$ cat src/rtl/inst_parse_q.sv
// Instruction parser node: consumes words addressed to ID (local register write, start queue push)
// and forwards the rest through a 2-entry skid buffer. Optional broadcast: INST_PARSE_BCAST_EN.
module inst_parse_q #(
   parameter int IW  = 32,
   parameter int IDW = 3,
   parameter int AW  = 4,
   parameter int PW  = 2,
   parameter int DW  = 16,
   parameter int IN  = 6,
   parameter int SD  = 4,
   parameter int ID  = 0
) (
   input  logic                 clk,
   input  logic                 rst_n,
   input  logic [IW-1:0]        inst_m_data,
   input  logic                 inst_m_valid,
   output logic                 inst_m_ready,
   output logic [IW-1:0]        inst_s_data,
   output logic                 inst_s_valid,
   input  logic                 inst_s_ready,
   output logic [IN*DW-1:0]     local_inst,
   output logic [PW-1:0]        start_prior,
   output logic                 start_valid,
   input  logic                 start_ready,
   output logic [$clog2(SD):0]  start_cnt,
   output logic                 addr_err,
   input  logic                 err_clr
);

   localparam int ID_LSB = IW - 1 - IDW;
   localparam int AD_LSB = ID_LSB - AW;
   localparam int PR_LSB = AD_LSB - PW;
   localparam int PTRW   = $clog2(SD);
   localparam int CW     = PTRW + 1;

   logic            w_run;
   logic [IDW-1:0]  w_id;
   logic [AW-1:0]   w_addr;
   logic [PW-1:0]   w_prior;
   logic [DW-1:0]   w_data;
   logic            unused_rfu;

   assign w_run      = inst_m_data[IW-1];
   assign w_id       = inst_m_data[ID_LSB +: IDW];
   assign w_addr     = inst_m_data[AD_LSB +: AW];
   assign w_prior    = inst_m_data[PR_LSB +: PW];
   assign w_data     = inst_m_data[DW-1:0];
   assign unused_rfu = ^inst_m_data[PR_LSB-1:DW];

   logic is_local, is_bcast, addr_ok, local_rdy, skid_full;
   logic acc, local_acc, fwd_acc, push, pop;
   logic skid_valid;
   logic [IW-1:0] skid_data;

   assign is_local = (w_id == IDW'(ID));
`ifdef INST_PARSE_BCAST_EN
   assign is_bcast = &w_id;
`else
   assign is_bcast = 1'b0;
`endif

   assign addr_ok   = ({1'b0, w_addr} < (AW+1)'(IN));
   assign pop       = start_valid && start_ready;
   assign local_rdy = !w_run || (start_cnt < CW'(SD)) || pop;
   assign skid_full = skid_valid;

   // All ports use valid/ready: a transfer happens on a clock edge where both are high;
   // a producer holds valid and data stable until that edge, and ready may depend on data.
   always_comb begin
      inst_m_ready = 1'b0;
      if (is_bcast)
         inst_m_ready = local_rdy && !skid_full;
      else if (is_local)
         inst_m_ready = local_rdy;
      else
         inst_m_ready = !skid_full;
   end

   // ID never equals all-ones when broadcast is enabled, so !is_local covers broadcast words.
   assign acc       = inst_m_valid && inst_m_ready;
   assign local_acc = acc && (is_local || is_bcast);
   assign fwd_acc   = acc && !is_local;
   assign push      = local_acc && w_run;

   logic [DW-1:0] regs [IN];

   always_ff @(posedge clk or negedge rst_n) begin
      if (!rst_n) begin
         for (int i = 0; i < IN; i++) regs[i] <= '0;
      end else if (local_acc && addr_ok) begin
         for (int i = 0; i < IN; i++)
            if (w_addr == AW'(i)) regs[i] <= w_data;
      end
   end

   for (genvar g = 0; g < IN; g++) begin : g_out
      assign local_inst[DW*g +: DW] = regs[g];
   end

   always_ff @(posedge clk or negedge rst_n) begin
      if (!rst_n)
         addr_err <= 1'b0;
      else if (local_acc && !addr_ok)
         addr_err <= 1'b1;
      else if (err_clr)
         addr_err <= 1'b0;
   end

   logic [PW-1:0]   fifo_mem [SD];
   logic [PTRW-1:0] wr_ptr, rd_ptr;

   // In-order start queue; a push while full only happens together with a pop.
   always_ff @(posedge clk or negedge rst_n) begin
      if (!rst_n) begin
         for (int i = 0; i < SD; i++) fifo_mem[i] <= '0;
         wr_ptr    <= '0;
         rd_ptr    <= '0;
         start_cnt <= '0;
      end else begin
         if (push) begin
            fifo_mem[wr_ptr] <= w_prior;
            wr_ptr           <= wr_ptr + 1'b1;
         end
         if (pop) rd_ptr <= rd_ptr + 1'b1;
         start_cnt <= start_cnt + CW'(push) - CW'(pop);
      end
   end

   assign start_valid = (start_cnt != '0);
   assign start_prior = fifo_mem[rd_ptr];

   // Output register plus one skid register; the skid slot is only filled while the output stalls.
   always_ff @(posedge clk or negedge rst_n) begin
      if (!rst_n) begin
         inst_s_valid <= 1'b0;
         inst_s_data  <= '0;
         skid_valid   <= 1'b0;
         skid_data    <= '0;
      end else if (!inst_s_valid || inst_s_ready) begin
         if (skid_valid) begin
            inst_s_data  <= skid_data;
            inst_s_valid <= 1'b1;
            skid_valid   <= 1'b0;
         end else if (fwd_acc) begin
            inst_s_data  <= inst_m_data;
            inst_s_valid <= 1'b1;
         end else begin
            inst_s_valid <= 1'b0;
         end
      end else if (fwd_acc) begin
         skid_data  <= inst_m_data;
         skid_valid <= 1'b1;
      end
   end

endmodule

$ cat config.mk
export PLATFORM = sky130hd
export DESIGN_NAME = inst_parse_q
export DESIGN_NICKNAME = d
export VERILOG_FILES = /design/src/rtl/inst_parse_q.sv
export SDC_FILE = /design/constraint.sdc
export NUM_CORES = 1
export LEC_CHECK = 0
export CORE_ASPECT_RATIO = 0.9
export CORE_UTILIZATION = 35
export CTS_CLUSTER_SIZE = 30
export DETAILED_ROUTE_END_ITERATION = 7
export GPL_TIMING_DRIVEN = 0
export HOLD_SLACK_MARGIN = 0.15
export PLACE_DENSITY = 0.6
export SLEW_MARGIN = 10
export SYNTH_ARGS = -nofsm -noshare
export SYNTH_HDL_FRONTEND = slang
export SYNTH_SLANG_ARGS = --single-unit
$ cat constraint.sdc
create_clock -name clk -period 2.4 [get_ports clk]
set_input_delay 0.72 -clock clk [delete_from_list [all_inputs] [get_ports clk]]
set_output_delay 0.72 -clock clk [all_outputs]
set_load 0.02 [all_outputs]
==> results.py <==
metrics = {
    "run_status": {
        "status": "finished clean",
    },
    "pwr": {
        "ir_drop_uv": 441,
        "p_leak_nw": 4.53,
        "power_density_nw_per_um2": 892,
        "pwr-share-comb_pct": 25.2,
        "p_int_mw": 6.35,
        "seqPwrFrac_pct": 43.3,
        "power.total_mw": 8.93,
        "p_sw_share_pct": 29.0,
        "power.switching_mw": 2.59,
        "clkPwrFrac_pct": 31.5,
    },
    "timing": {
        "finalSetupTns_ns": 0,
        "final.setup_skew_ns": 0.0127,
        "setup_viol": 0,
        "fmax_mhz": 422,
        "worst_pin_slew_ns": 0.689,
        "fin_crit_ns": 2.37,
        "maxSlewViolCount": 0,
        "worst_slack_ns": 0.0317,
        "slew_headroom_pct": 54.0,
        "finalHoldViolCount": 0,
        "hold_ws_ns": 0.244,
        "finalCritPeriodShare_pct": 98.7,
    },
    "detailed_routing": {
        "vias": 4413,
        "viasPerCell": 4.82,
        "drc": 0,
        "drt-initial-drc-count": 108,
        "wl_per_cell_um": 19.1,
        "ant_nets": 0,
        "first_pass_iters": 4,
        "wirelength_um": 17500,
    },
    "floorplanning": {
        "io_pins": 175,
        "num_rows": 49,
        "start_util_pct": 36.1,
        "dieArea_um2": 21500,
        "die_w_um": 154,
        "dieHeight_um": 139,
        "core_area_um2": 20200,
    },
    "placed_design": {
        "dpl.hpwl_um": 12400,
        "gp_congestion": 0.777,
        "placed_cell_area_um2": 9420,
        "placement.setup.worst_slack_ns": -0.990,
        "port_buffers": 174,
        "place_inst": 883,
    },
    "run": {
        "cap_violations": 0,
    },
    "worst_setup_path": {
        "cp_max_fo": 3,
        "cp-start-kind": "input pin",
        "end_kind": "output pin",
        "rr_worst_depth": 8,
        "crit_required_ns": 1.68,
        "crit_arrival_ns": 1.65,
        "worstReg2RegEnd": "start_cnt[2]$_DFF_PN0_",
        "ff2ff_setup_slack_ns": 0.24,
        "critPathKind": "input pin to output pin",
        "r2r_start": "start_cnt[2]$_DFF_PN0_",
    },
    "grt": {
        "grt_usage_pct": 17.2,
        "overflow": 0,
        "grt_max_degree": 99,
        "grt_pass1_vias": 4815,
        "grt_pass1_wl_um": 27700,
        "antenna_found_initial": 0,
    },
    "finish": {
        "area_growth_pct": 37.0,
        "layout.nets": 694,
        "utilization_pct": 49.5,
        "fin_cells": 916,
        "fin_area_um2": 10000,
        "diodes": 0,
        "drive_gt1_share_pct": 40.5,
    },
    "clock_network": {
        "ctsRootBufferMaster": "clkbuf_16",
        "cts_tree": "done",
        "cts_sinks": 178,
        "cts_buffers": 17,
        "clk_pin_slew_ns": 0.06,
        "cts_max_path_buffers": 2,
        "insertion_delay_ns": 0.43,
        "htreeDepth": 4,
        "holdBufCountCts": 0,
    },
    "yosys": {
        "synth.ff_latch_count": 178,
        "syn_area_per_cell_um2": 16.1,
        "synth-edff-count": 0,
        "ys.warnings.count": 0,
        "yosys.cell_types.count": 31,
        "syn_nets": 498,
        "synthFlopType": "dfrtp_1",
        "yosysSeqAreaShare_pct": 60.9,
        "netlist_area_um2": 7310,
        "async_flop_share_pct": 100,
        "syn_inst": 453,
    },
    "worst_hold_path": {
        "hold_path.class": "input pin to async pin",
    },
}
## timing repair
| action | 4_1_cts | 5_1_grt |
|---|---|---|
| setup endpoints to repair | 132 | 45 |
| pin swaps | 2 | 2 |
| hold endpoints to repair | 0 | 0 |
| gates cloned | 0 | 0 |
| gates resized for setup | 26 | 7 |
| setup buffers | 2 | 2 |
## layout by cell type, fill, tap and decap left out, types with 2 or more instances in the layout
master and n:
nor2b_1 3, clkbuf_16 17, nand3b_1 2, buf_4 5, nand4_2 5, clkdlybuf4s50_1 163
mux2_2 202, inv_1 7, nand4_1 4, nand2b_1 2, clkbuf_1 3, buf_6 5
nand2_1 4, xnor2_1 4, dfrtp_1 177, clkbuf_8 2, dlygate4sd2_1 4, buf_1 3
inv_6 5, ha_1 6, nor2_1 4, buf_2 8, clkinvlp_4 3, mux4_2 2
bufinv_16 2
## power by group through the flow
stage / logic, mW / clock network [mW] / registers (mW)
floorplan: 0.816 / 0 / 4.25
global placement: 2.21 / 0 / 3.89
detailed placement: 2.28 / 0 / 3.92
CTS: 2.28 / 2.90 / 3.87
global route: 2.39 / 3.02 / 3.94
finish: 2.25 / 2.82 / 3.87
## area by class of cell
type                       instances  area, µm²
clock buffer                      19        453
fill                            1759      10200
clock inverter                    12        143
buffer                            15        101
timing repair buffer             179       1780
inverter                           7       26.3
sequential                       178       4460
tap                              255        319
multi-input combinational        251       2740
## worst max path at each step
stage,from,end,slack [ns],cells after the start
global placement,rst_n,local_inst[23]$_DFFE_PN0P_,-6.56,1
finish,start_ready,inst_m_ready,0.03,4
detailed placement,start_ready,inst_m_ready,-0.99,5
floorplan,inst_m_data[28],start_cnt[2]$_DFF_PN0_,0.02,9
global route,start_ready,inst_m_ready,-0.008,4
CTS,inst_m_data[29],inst_m_ready,-0.03,4
## state kept, by name, indices dropped and copies added, names as in the netlist
name,flops
wr_ptr,2
skid_data,32
inst_s_valid,1
local_inst,96
addr_err,1
start_cnt,3
skid_full,1
inst_s_data,32
rd_ptr,2
fifo_mem,8
## metal layers
metal | up-vias | part of all wire [%] | GRT usage [%]
li1 | 2010 | - | -
met1 | 2271 | 43 | 21.3
met2 | 104 | 50 | 28.7
met3 | 28 | 4.2 | 4.47
met4 | 0 | 2.2 | 7.09
met5 | - | 0 | 0
## synthesized netlist by cell type (all sizes together), types with 2 or more instances
cell type	count	area share, %
o31a	2	0.26
clkbuf	4	0.21
nand3b	2	0.21
mux2	202	31
inv	7	0.36
xnor2	4	0.48
buf	13	1.3
nand2b	2	0.17
mux4	2	0.62
ha	6	1.0
nor2b	3	0.26
nor2	4	0.21
dfrtp	178	61
nand2	4	0.21
nand4	9	1.2
## critical path: stages
cell and delay, ns:
dlygate4sd2_1 0.27, nand3b_1 0.20, mux2_2 0.30, buf_2 0.16
## logic make-up (layout without fill, tap and decap cells)
| kind of cell | count (synthesis) | count (layout) | synth area share [%] |
|---|---|---|---|
| AND/OR/NAND/NOR | 30 | 30 | 3.08 |
| adder cells (fa/ha/maj) | 7 | 7 | 1.30 |
| flip-flops | 178 | 178 | 60.9 |
| AO/OA/AOI/OAI | 5 | 5 | 0.513 |
| XOR/XNOR | 5 | 5 | 0.599 |
| buffers and inverters | 24 | 232 | 1.85 |
| multiplexers | 204 | 204 | 31.7 |
Note: power is estimated with default switching activity, not from simulation.
